**src/rtl/reaction_ctrl_pkg.sv**
```systemverilog
// Shared types and default sizing for the F1 start-lights reaction timer.
package reaction_ctrl_pkg;

  localparam int RC_W       = 14;
  localparam int RC_MAX_MS  = 9999;
  localparam int RC_HOLD_MS = 1000;

  typedef enum logic [2:0] {
    ST_IDLE  = 3'd0,
    ST_ARMED = 3'd1,
    ST_REACT = 3'd2,
    ST_SHOW  = 3'd3,
    ST_FAULT = 3'd4
  } rc_state_e;

endpackage

```
**src/rtl/reaction_ctrl_btn_sync_edge.sv**
```systemverilog
// Two-flop synchronizer for the async button plus a registered rising-edge pulse.
module btn_sync_edge (
  input  logic clk_i,
  input  logic rst_i,
  input  logic btn_i,
  output logic press_o
);

  logic sync1_q, sync2_q, prev_q, press_q;

  always_ff @(posedge clk_i) begin
    if (rst_i) begin
      sync1_q <= 1'b0;
      sync2_q <= 1'b0;
      prev_q  <= 1'b0;
      press_q <= 1'b0;
    end else begin
      sync1_q <= btn_i;
      sync2_q <= sync1_q;
      prev_q  <= sync2_q;
      press_q <= sync2_q & ~prev_q;
    end
  end

  assign press_o = press_q;

endmodule

```
**src/rtl/reaction_ctrl.sv**
```systemverilog
// Reaction-timer sequencer: arms the light sequence, catches jump starts,
// counts reaction milliseconds and keeps last/best results.
module reaction_ctrl
  import reaction_ctrl_pkg::*;
#(
  parameter int W       = RC_W,
  parameter int MAX_MS  = RC_MAX_MS,
  parameter int HOLD_MS = RC_HOLD_MS
) (
  input  logic         clk,
  input  logic         rst,
  input  logic         tick_ms,
  input  logic         btn,
  input  logic         lights_out,
  output logic         start_seq,
  output logic         abort_seq,
  output logic [W-1:0] react_ms,
  output logic [W-1:0] best_ms,
  output logic         result_valid,
  output logic         false_start,
  output logic         timeout,
  output logic         busy
);

  localparam logic [W-1:0] MAX_V  = W'(MAX_MS);
  localparam logic [W-1:0] HOLD_V = W'(HOLD_MS);

  rc_state_e    state_q, state_d;
  logic [W-1:0] cnt_q, cnt_d, cnt_inc;
  logic [W-1:0] hold_q, hold_d;
  logic [W-1:0] react_q, react_d, best_q, best_d;
  logic         start_q, start_d, abort_q, abort_d, rv_q, rv_d;
  logic         fs_q, fs_d, to_q, to_d, busy_q, busy_d, to_set;
  logic         press;

  btn_sync_edge u_btn (
    .clk_i   (clk),
    .rst_i   (rst),
    .btn_i   (btn),
    .press_o (press)
  );

  always_comb begin
    state_d = state_q;
    cnt_d   = cnt_q;
    hold_d  = hold_q;
    react_d = react_q;
    best_d  = best_q;
    start_d = 1'b0;
    abort_d = 1'b0;
    rv_d    = 1'b0;
    to_set  = 1'b0;
    cnt_inc = (cnt_q >= MAX_V) ? MAX_V : cnt_q + 1'b1;

    case (state_q)
      ST_IDLE: begin
        if (press) begin
          start_d = 1'b1;
          state_d = ST_ARMED;
        end
      end
      ST_ARMED: begin
        // a press coinciding with lights_out still counts as a jump start
        if (press) begin
          abort_d = 1'b1;
          hold_d  = HOLD_V;
          state_d = ST_FAULT;
        end else if (lights_out) begin
          cnt_d   = '0;
          state_d = ST_REACT;
        end
      end
      ST_REACT: begin
        if (press) begin
          react_d = cnt_q;
          rv_d    = 1'b1;
          if (cnt_q < best_q) best_d = cnt_q;
          hold_d  = HOLD_V;
          state_d = ST_SHOW;
        end else if (cnt_q >= MAX_V || (tick_ms && cnt_inc >= MAX_V)) begin
          react_d = MAX_V;
          rv_d    = 1'b1;
          to_set  = 1'b1;
          hold_d  = HOLD_V;
          state_d = ST_SHOW;
        end else if (tick_ms) begin
          cnt_d = cnt_inc;
        end
      end
      ST_SHOW, ST_FAULT: begin
        if (tick_ms && hold_q != '0) hold_d = hold_q - 1'b1;
        if (press && hold_q == '0) state_d = ST_IDLE;
      end
      default: state_d = ST_IDLE;
    endcase

    to_d   = to_set | (to_q & (state_d == ST_SHOW));
    fs_d   = (state_d == ST_FAULT);
    busy_d = (state_d == ST_ARMED) || (state_d == ST_REACT);
  end

  always_ff @(posedge clk) begin
    if (rst) begin
      state_q <= ST_IDLE;
      cnt_q   <= '0;
      hold_q  <= '0;
      react_q <= '0;
      best_q  <= MAX_V;
      start_q <= 1'b0;
      abort_q <= 1'b0;
      rv_q    <= 1'b0;
      fs_q    <= 1'b0;
      to_q    <= 1'b0;
      busy_q  <= 1'b0;
    end else begin
      state_q <= state_d;
      cnt_q   <= cnt_d;
      hold_q  <= hold_d;
      react_q <= react_d;
      best_q  <= best_d;
      start_q <= start_d;
      abort_q <= abort_d;
      rv_q    <= rv_d;
      fs_q    <= fs_d;
      to_q    <= to_d;
      busy_q  <= busy_d;
    end
  end

  assign start_seq    = start_q;
  assign abort_seq    = abort_q;
  assign result_valid = rv_q;
  assign react_ms     = react_q;
  assign best_ms      = best_q;
  assign false_start  = fs_q;
  assign timeout      = to_q;
  assign busy         = busy_q;

endmodule
```
**config.mk**
```make
export PLATFORM = sky130hd
export DESIGN_NAME = reaction_ctrl
export DESIGN_NICKNAME = d
export VERILOG_FILES = /design/src/rtl/reaction_ctrl_pkg.sv /design/src/rtl/reaction_ctrl_btn_sync_edge.sv /design/src/rtl/reaction_ctrl.sv
export SDC_FILE = /design/constraint.sdc
export NUM_CORES = 1
export LEC_CHECK = 0
export CAP_MARGIN = 20
export CORE_MARGIN = 2
export CORE_UTILIZATION = 38
export DETAILED_ROUTE_END_ITERATION = 8
export GPL_TIMING_DRIVEN = 0
export PLACE_DENSITY = 0.62
export SLEW_MARGIN = 15
export SYNTH_ARGS = -nofsm -noshare
export SYNTH_HDL_FRONTEND = slang
export SYNTH_SLANG_ARGS = --single-unit
```
**constraint.sdc**
```tcl
create_clock -name clk -period 6 [get_ports clk]
set_input_delay 0.9 -clock clk [delete_from_list [all_inputs] [get_ports clk]]
set_output_delay 0.9 -clock clk [all_outputs]
set_load 0.05 [all_outputs]
```
==> summary.txt, run 1 <==
Logic synthesis
  – Post-Synth Simple-Gate Area: 23.32%
  – Synthesis-stage register bit count: 69
  – Post-synthesis mux area share: 4.763%
  – Synth Area in Adders: 4.962%
  – Xor/xnor cell area share of the yosys netlist: 1.389%
  – Mapped Nets: 463
  – Cell count after synthesis: 443
  – Netlist cell types: 66
  – EDFF count, synth: 0
  – Synth async-reset ratio: 0%
  – Main combinational cell family by area after synthesis: simple AND/OR/NAND/NOR gates
  – Commonest register cell after synthesis: dfxtp_1
  – Synth Area in Compound Gates: 22.63%
  – Yosys warning count: 0
  – Mean Syn Cell Area: 8.538 um2
  – Mapped Area: 3782 um2
  – Seq/Total Area, Yosys: 36.52%

Global route
  – First-pass GRT wire length: 15660 um
  – Largest net degree at the start of global routing: 12
  – Gr usage total: 17.98%
  – Initial antenna violation count: 0
  – Vias in the first global route: 3199
  – GRT overflow: 0

Die
  – CORE AREA: 9729 um2
  – Chip height: 103.8 um
  – Cell row count: 36
  – Die Area: 10770 um2
  – Ports: 39
  – Die width: 103.8 um
  – Starting density of the core: 38.88%

Clocking
  – Clock Tree Buf Depth: 2
  – CTS tree: done
  – Post-CTS Setup Inserts: 0
  – H-tree depth: 3
  – Num CTS Buffers: 9
  – Worst-skew pair later-pin latency: 350 ps
  – Clock sink total: 69
  – Root Buffer: clkbuf_8
  – CTS clk-pin slew, worst paths: 70 ps
  – Cts repair resizes: 0
  – CTS Hold Buffers Added: 0

Setup path
  – CP Capture Type: flip-flop
  – R2r setup slk: 3000 ps
  – Data required time of the worst path: 6230 ps
  – Slowest CP cell: dfxtp_1
  – Most frequent CP cell: a32oi_1
  – Reg2Reg Depth: 11
  – Worst endpoint data arrival time: 3230 ps
  – Worst path cell trace: ha_1, and3_1, buf_4, a32oi_1, o22ai_1, a32oi_1, a21o_1, buf_6, a211oi_4, mux2i_1, nand3_1
  – CP max FO: 9
  – Worst setup path class: flip-flop to flip-flop
  – Reg2reg start: cnt_q[1]
  – R2r endpoint: hold_q[9]
  – Worst path max stage delay: 560 ps
  – Crit start category: flip-flop

Routing
  – Vias: 3442
  – WL met1: 4430 um
  – Initial DRT Pass Iterations: 5
  – Antenna viol nets, final: 0
  – Met3 routed WL: 401 um
  – DR WL met2: 4547 um
  – Wirelength per Cell: 15.22 um
  – Top Metal Used: met4
  – Vias/cell: 5.463
  – DRC Markers: 0
  – Final WL: 9589 um
  – Starting DRT DRC Count: 161

Place
  – Gp weighted congestion: 0.8903
  – DP Cell Count: 614
  – DP HPWL: 6844 um
  – Port-buffer cells: 38

Hold path
  – Hold Path Stages: 1
  – Hold Path Class: flip-flop to flip-flop
  – Hold Crit Start: u_btn.prev_q
  – Hold Path Sink: u_btn.press_o

Cells and area
  – Post-layout util: 46.48%
  – Non-filler cells, final: 630
  – Layout cells sized above 1: 9.859%
  – P&R area growth vs syn: 19.55%
  – Most common cell after layout, fill and taps aside: dfxtp_1
  – # fillers: 1012
  – Commonest non-fill, non-tap cells in the layout: dfxtp_1 (69), nor2_1 (44), clkdlybuf4s50_1 (38)
  – Multi-input gate area: 2158 um2
  – Ant diodes: 0
  – Sequential cell area: 1381 um2
  – Nets: 512

Timing
  – Final setup viols: 0
  – RSZ-0062 raised after global routing: false
  – F_max: 0.3339 GHz
  – Tmin final: 2995 ps
  – Max transition margin: 51.99%
  – Final period util: 49.92%
  – Final setup TNS: 0 ps
  – Fin. Hold Viols: 0
  – Clk_skew: 10.99 ps
  – Max-slew violations: 0
  – Worst-Margin Slew: 713.6 ps

Power and ir drop
  – Static leakage: 1.761 nW
  – Maximum vdd drop: 0.0001720 V
  – P per Cell Area: 253.5 nW/um2

Job
  – Reported max-cap violation count: 0

Outcome
  – Status: completed
-- layer usage --
metal  track usage, %  up-vias
li1                 -     1708
met1            22.49     1633
met2            29.80       81
met3            3.839       20
met4            8.012        0
met5                0        -
-- worst max path at each step --
stage,start,endpoint,depth (start not counted)
6_report,cnt_q[1],hold_q[9],11
5_1_grt,cnt_q[1],timeout,10
4_1_cts,cnt_q[1],hold_q[9],11
3_5_place_dp,rst,hold_q[3],4
3_3_place_gp,rst,hold_q[3],4
2_1_floorplan,best_ms[1],best_ms[10],11
-- per-stage QoR --
step	power (mW)	setup slack, ps	cell area, um2	hold slack, ps
after floorplan	0.7161	3420	3782	367.4
after detailed placement	0.7766	2991	4329	379.3
final	1.146	3005	4522	382.0
after CTS	1.157	3060	4522	387.1
after global routing	1.208	2813	4522	407.2
after global placement	0.7716	3028	4329	377.7
-- state kept, by name, summed over array words and instances (netlist names) --
name,cells
result_valid,1
start_seq,1
false_start,1
timeout,1
best_ms,14
u_btn.press_o,1
react_ms,14
hold_q,14
state_q,3
abort_seq,1
u_btn.sync2_q,1
u_btn.prev_q,1
u_btn.sync1_q,1
busy,1
cnt_q,14
-- power by group --
part / internal [mW] / switching [mW]
sequential: 0.484 / 0.0225
clock: 0.202 / 0.175
combinational: 0.102 / 0.160
-- cell type report --
type | instances | share of cell area (%)
Timing Repair Buffer | 38 | 8.412
Multi-Input combinational cell | 317 | 47.73
Inverter | 24 | 1.992
Tap cell | 133 | 3.680
Sequential cell | 69 | 30.55
Clock buffer | 12 | 3.210
Clock inverter | 4 | 1.051
Buffer | 33 | 3.376
-- Yosys cell counts (12+ instances only) --
cell | instances | area [um2]
nand2b_1 | 17 | 106.4
nand3_1 | 12 | 60.06
inv_1 | 24 | 90.09
nand2_1 | 27 | 101.4
clkbuf_1 | 17 | 63.81
ha_1 | 15 | 187.7
nor2_1 | 44 | 165.2
mux2i_1 | 18 | 180.2
dfxtp_1 | 69 | 1381
a21oi_1 | 27 | 135.1
o21ai_0 | 16 | 80.08
-- kinds of logic (layout without fill, tap and decap cells) --
| kind of cell | count (synthesis) | in the layout |
|---|---|---|
| AO/OA/AOI/OAI | 116 | 116 |
| XOR/XNOR | 6 | 6 |
| adder cells (fa/ha/maj) | 15 | 15 |
| buffers and inverters | 57 | 111 |
| flip-flops | 69 | 69 |
| multiplexers | 18 | 18 |
| AND/OR/NAND/NOR | 162 | 162 |
-- worst max-delay path: cells and delay by family (launching register included) --
family / cells / cell delay (ps)
AOI/OAI and AO/OA: 5 / 1170
muxes: 1 / 230
adders and majority gates: 1 / 370
DFF: 1 / 560
and+or+nand+nor: 2 / 270
buffers and inverters: 2 / 280
Power figures use the tool's default switching activity.
==> inputs of run 2 (changes only) <==
clock period = 2.8 ns   (was 6 ns; I/O delays follow)
==> summary.txt, run 2 (synthesis gave the netlist of run 1 again) <==
Clocking
  – Worst-skew pair later-pin latency: 360 ps (about the same)
  – Num CTS Buffers: 9 (unchanged)
  – Clock Tree Buf Depth: 2 (unchanged)
  – H-tree depth: 3 (unchanged)
  – Root Buffer: clkbuf_8
  – CTS clk-pin slew, worst paths: 70 ps (about the same)
  – CTS Hold Buffers Added: 0 (unchanged)
  – CTS tree: done
  – Clock sink total: 69 (unchanged)

Die
  – Chip height: 103.8 um (unchanged)
  – Cell row count: 36 (unchanged)
  – Ports: 39 (unchanged)
  – Die width: 103.8 um (unchanged)
  – Starting density of the core: 38.88% (unchanged)
  – Die Area: 10770 um2 (unchanged)
  – CORE AREA: 9729 um2 (unchanged)

Setup path
  – Levels on crit path: 11 (unchanged)
  – Worst endpoint data arrival time: 2890 ps (-340 ps)
  – Critical Path Start: cnt_q[1]
  – CP top delay family: compound AO/OA/AOI/OAI gates
  – Worst setup path class: flip-flop to flip-flop
  – CP max FO: 10 (+1)
  – CP Capture Type: flip-flop
  – Worst path max stage delay: 470 ps (-90 ps)
  – Worst path cell trace: ha_4, nand3_1, nand2_2, a31o_1, o2111ai_1, a21o_1, buf_6, nand2_2, a21oi_2, buf_4, a221o_1
  – R2r endpoint: react_ms[3]
  – Capture point of the worst path: react_ms[3]
  – Crit start category: flip-flop
  – Reg2reg start: cnt_q[1]
  – Slowest CP cell: dfxtp_2
  – R2r setup slk: 150 ps (-2850 ps)
  – Most frequent CP cell: nand2_2
  – CP Buf/Inv Count: 2 (unchanged)
  – Data required time of the worst path: 3040 ps (-3190 ps)
  – Reg2Reg Depth: 11 (unchanged)

Global route
  – GRT overflow: 0 (unchanged)
  – Vias in the first global route: 3210 (+0.34%)
  – First-pass GRT wire length: 15720 um (+0.40%)
  – Gr usage total: 18.02% (+0.040 points)
  – Initial antenna violation count: 0 (unchanged)
  – Largest net degree at the start of global routing: 12 (unchanged)

Outcome
  – Status: completed

Cells and area
  – Post-route cell area: 4618 um2 (+2.1%)
  – Nets: 516 (+0.78%)
  – Ant diodes: 0 (unchanged)
  – Post-layout util: 47.47% (+0.99 points)
  – P&R area growth vs syn: 22.10%
  – Layout cells sized above 1: 12.18% (+2.3 points)
  – # fillers: 993 (-1.9%)
  – Commonest non-fill, non-tap cells in the layout: dfxtp_1 (68), nor2_1 (44), clkdlybuf4s50_1 (38)
  – Most common cell after layout, fill and taps aside: dfxtp_1

Timing
  – Setup ws final: 151.8 ps (-2853 ps)
  – Max-slew violations: 0 (unchanged)
  – Fin. Hold Viols: 0 (unchanged)
  – Max transition margin: 51.62% (-0.37 points)
  – Worst-Margin Slew: 719.1 ps (+5.510 ps)
  – Final setup viols: 0 (unchanged)
  – Final hold slack: 382.0 ps (-0.04500 ps)
  – Tmin final: 2648 ps (-347.1 ps)
  – Clk_skew: 11.55 ps (+0.5624 ps)
  – Final setup TNS: 0 ps (unchanged)
  – F_max: 0.3776 GHz (+13%)
  – Final period util: 94.58% (+45 points)

Routing
  – Starting DRT DRC Count: 133 (-17%)
  – Antenna viol nets, final: 0 (unchanged)
  – DRC Markers: 0 (unchanged)
  – Wirelength per Cell: 15.42 um (+1.3%)
  – Vias/cell: 5.420 (-0.80%)
  – Initial DRT Pass Iterations: 4 (-1)
  – Vias: 3436 (-0.17%)
  – Final WL: 9774 um (+1.9%)

Power and ir drop
  – Sequential share of power: 43.3% (-0.9 points)
  – Gate power share: 24.3% (+1.4 points)
  – Power share of the clock group: 32.4% (-0.5 points)
  – Maximum vdd drop: 0.0003714 V (+120%)
  – Static leakage: 1.794 nW (+1.9%)
  – P per Cell Area: 544.3 nW/um2 (+110%)
  – Switch share: 31.39% (+0.17 points)
  – Net Switching: 789.0 uW (+120%)
  – Internal power: 1.724 mW (+120%)

Hold path
  – Hold Crit Start: u_btn.prev_q
  – Hold Path Class: flip-flop to flip-flop

Place
  – DP HPWL: 6844 um (unchanged)
  – Gp weighted congestion: 0.8903 (unchanged)
  – Port-buffer cells: 38 (unchanged)
  – Placed Area: 4329 um2 (unchanged)
  – Place WS: -106.0 ps (-3097 ps)

Job
  – Reported max-cap violation count: 0 (unchanged)
[run 2: changes by cell type in the layout (fill, tap and decap cells not counted), sizes merged]
cell | previous run | this run
clkbuf | 29 | 30
buf | 16 | 19
[run 2: repair_timing]
| item | CTS | global route |
|---|---|---|
| setup buffers | 0 | 5 |
| endpoints found under the setup margin | 42 | 51 |
| resized for setup | 3 | 12 |
| pin swaps | 0 | 4 |
| endpoints found under the hold margin | 0 | 0 |
[run 2: layer usage]
metal  track usage (%)  up-vias  share of wire [%]
met5                 0        -                  0
met4             8.012        0                2.2
met3             3.839       18                5.3
met2             29.90      103                 47
met1             22.52     1611                 45
li1                  -     1704                  -
[run 2: metrics by stage]
step / power (mW) / cells
2_1_floorplan: 1.534 / 443
3_3_place_gp: 1.653 / 614
3_5_place_dp: 1.664 / 614
4_1_cts: 2.492 / 630
5_1_grt: 2.640 / 634
6_report: 2.513 / 634
[run 2: power groups by stage]
stage                     sequential [mW]  combinational, mW  clock [mW]
final                                1.09              0.611       0.814
after global routing                 1.09              0.675       0.870
after CTS                            1.09              0.572       0.833
after detailed placement             1.11              0.559           0
after global placement               1.10              0.551           0
after floorplan                      1.11              0.426           0
[run 2: area by class of cell]
| type | count | area, um2 | area share (%) |
|---|---|---|---|
| buffer | 32 | 152.6 | 3.305 |
| clock inverter | 4 | 47.55 | 1.030 |
| multi-input combinational | 317 | 2216 | 47.98 |
| tap | 133 | 166.4 | 3.603 |
| clock buffer | 12 | 145.1 | 3.143 |
| timing repair buffer | 43 | 417.9 | 9.049 |
| inverter | 24 | 90.09 | 1.951 |
| sequential | 69 | 1383 | 29.94 |
[run 2: worst min path at each step]
stage | end | cells past startpoint | slack [ps]
after floorplan | u_btn.press_o | 1 | 370
after global placement | u_btn.press_o | 1 | 380
after detailed placement | u_btn.press_o | 1 | 380
after CTS | u_btn.press_o | 1 | 390
after global routing | u_btn.press_o | 1 | 410
final | u_btn.press_o | 1 | 380
[run 2: worst reg2reg max path, delay by kind of cell (launching register included)]
| family | cells | cell delay, ps |
|---|---|---|
| AOI/OAI and AO/OA | 5 | 1000 |
| and+or+nand+nor | 3 | 500 |
| DFF | 1 | 470 |
| buffers and inverters | 2 | 350 |
| adders and majority gates | 1 | 220 |
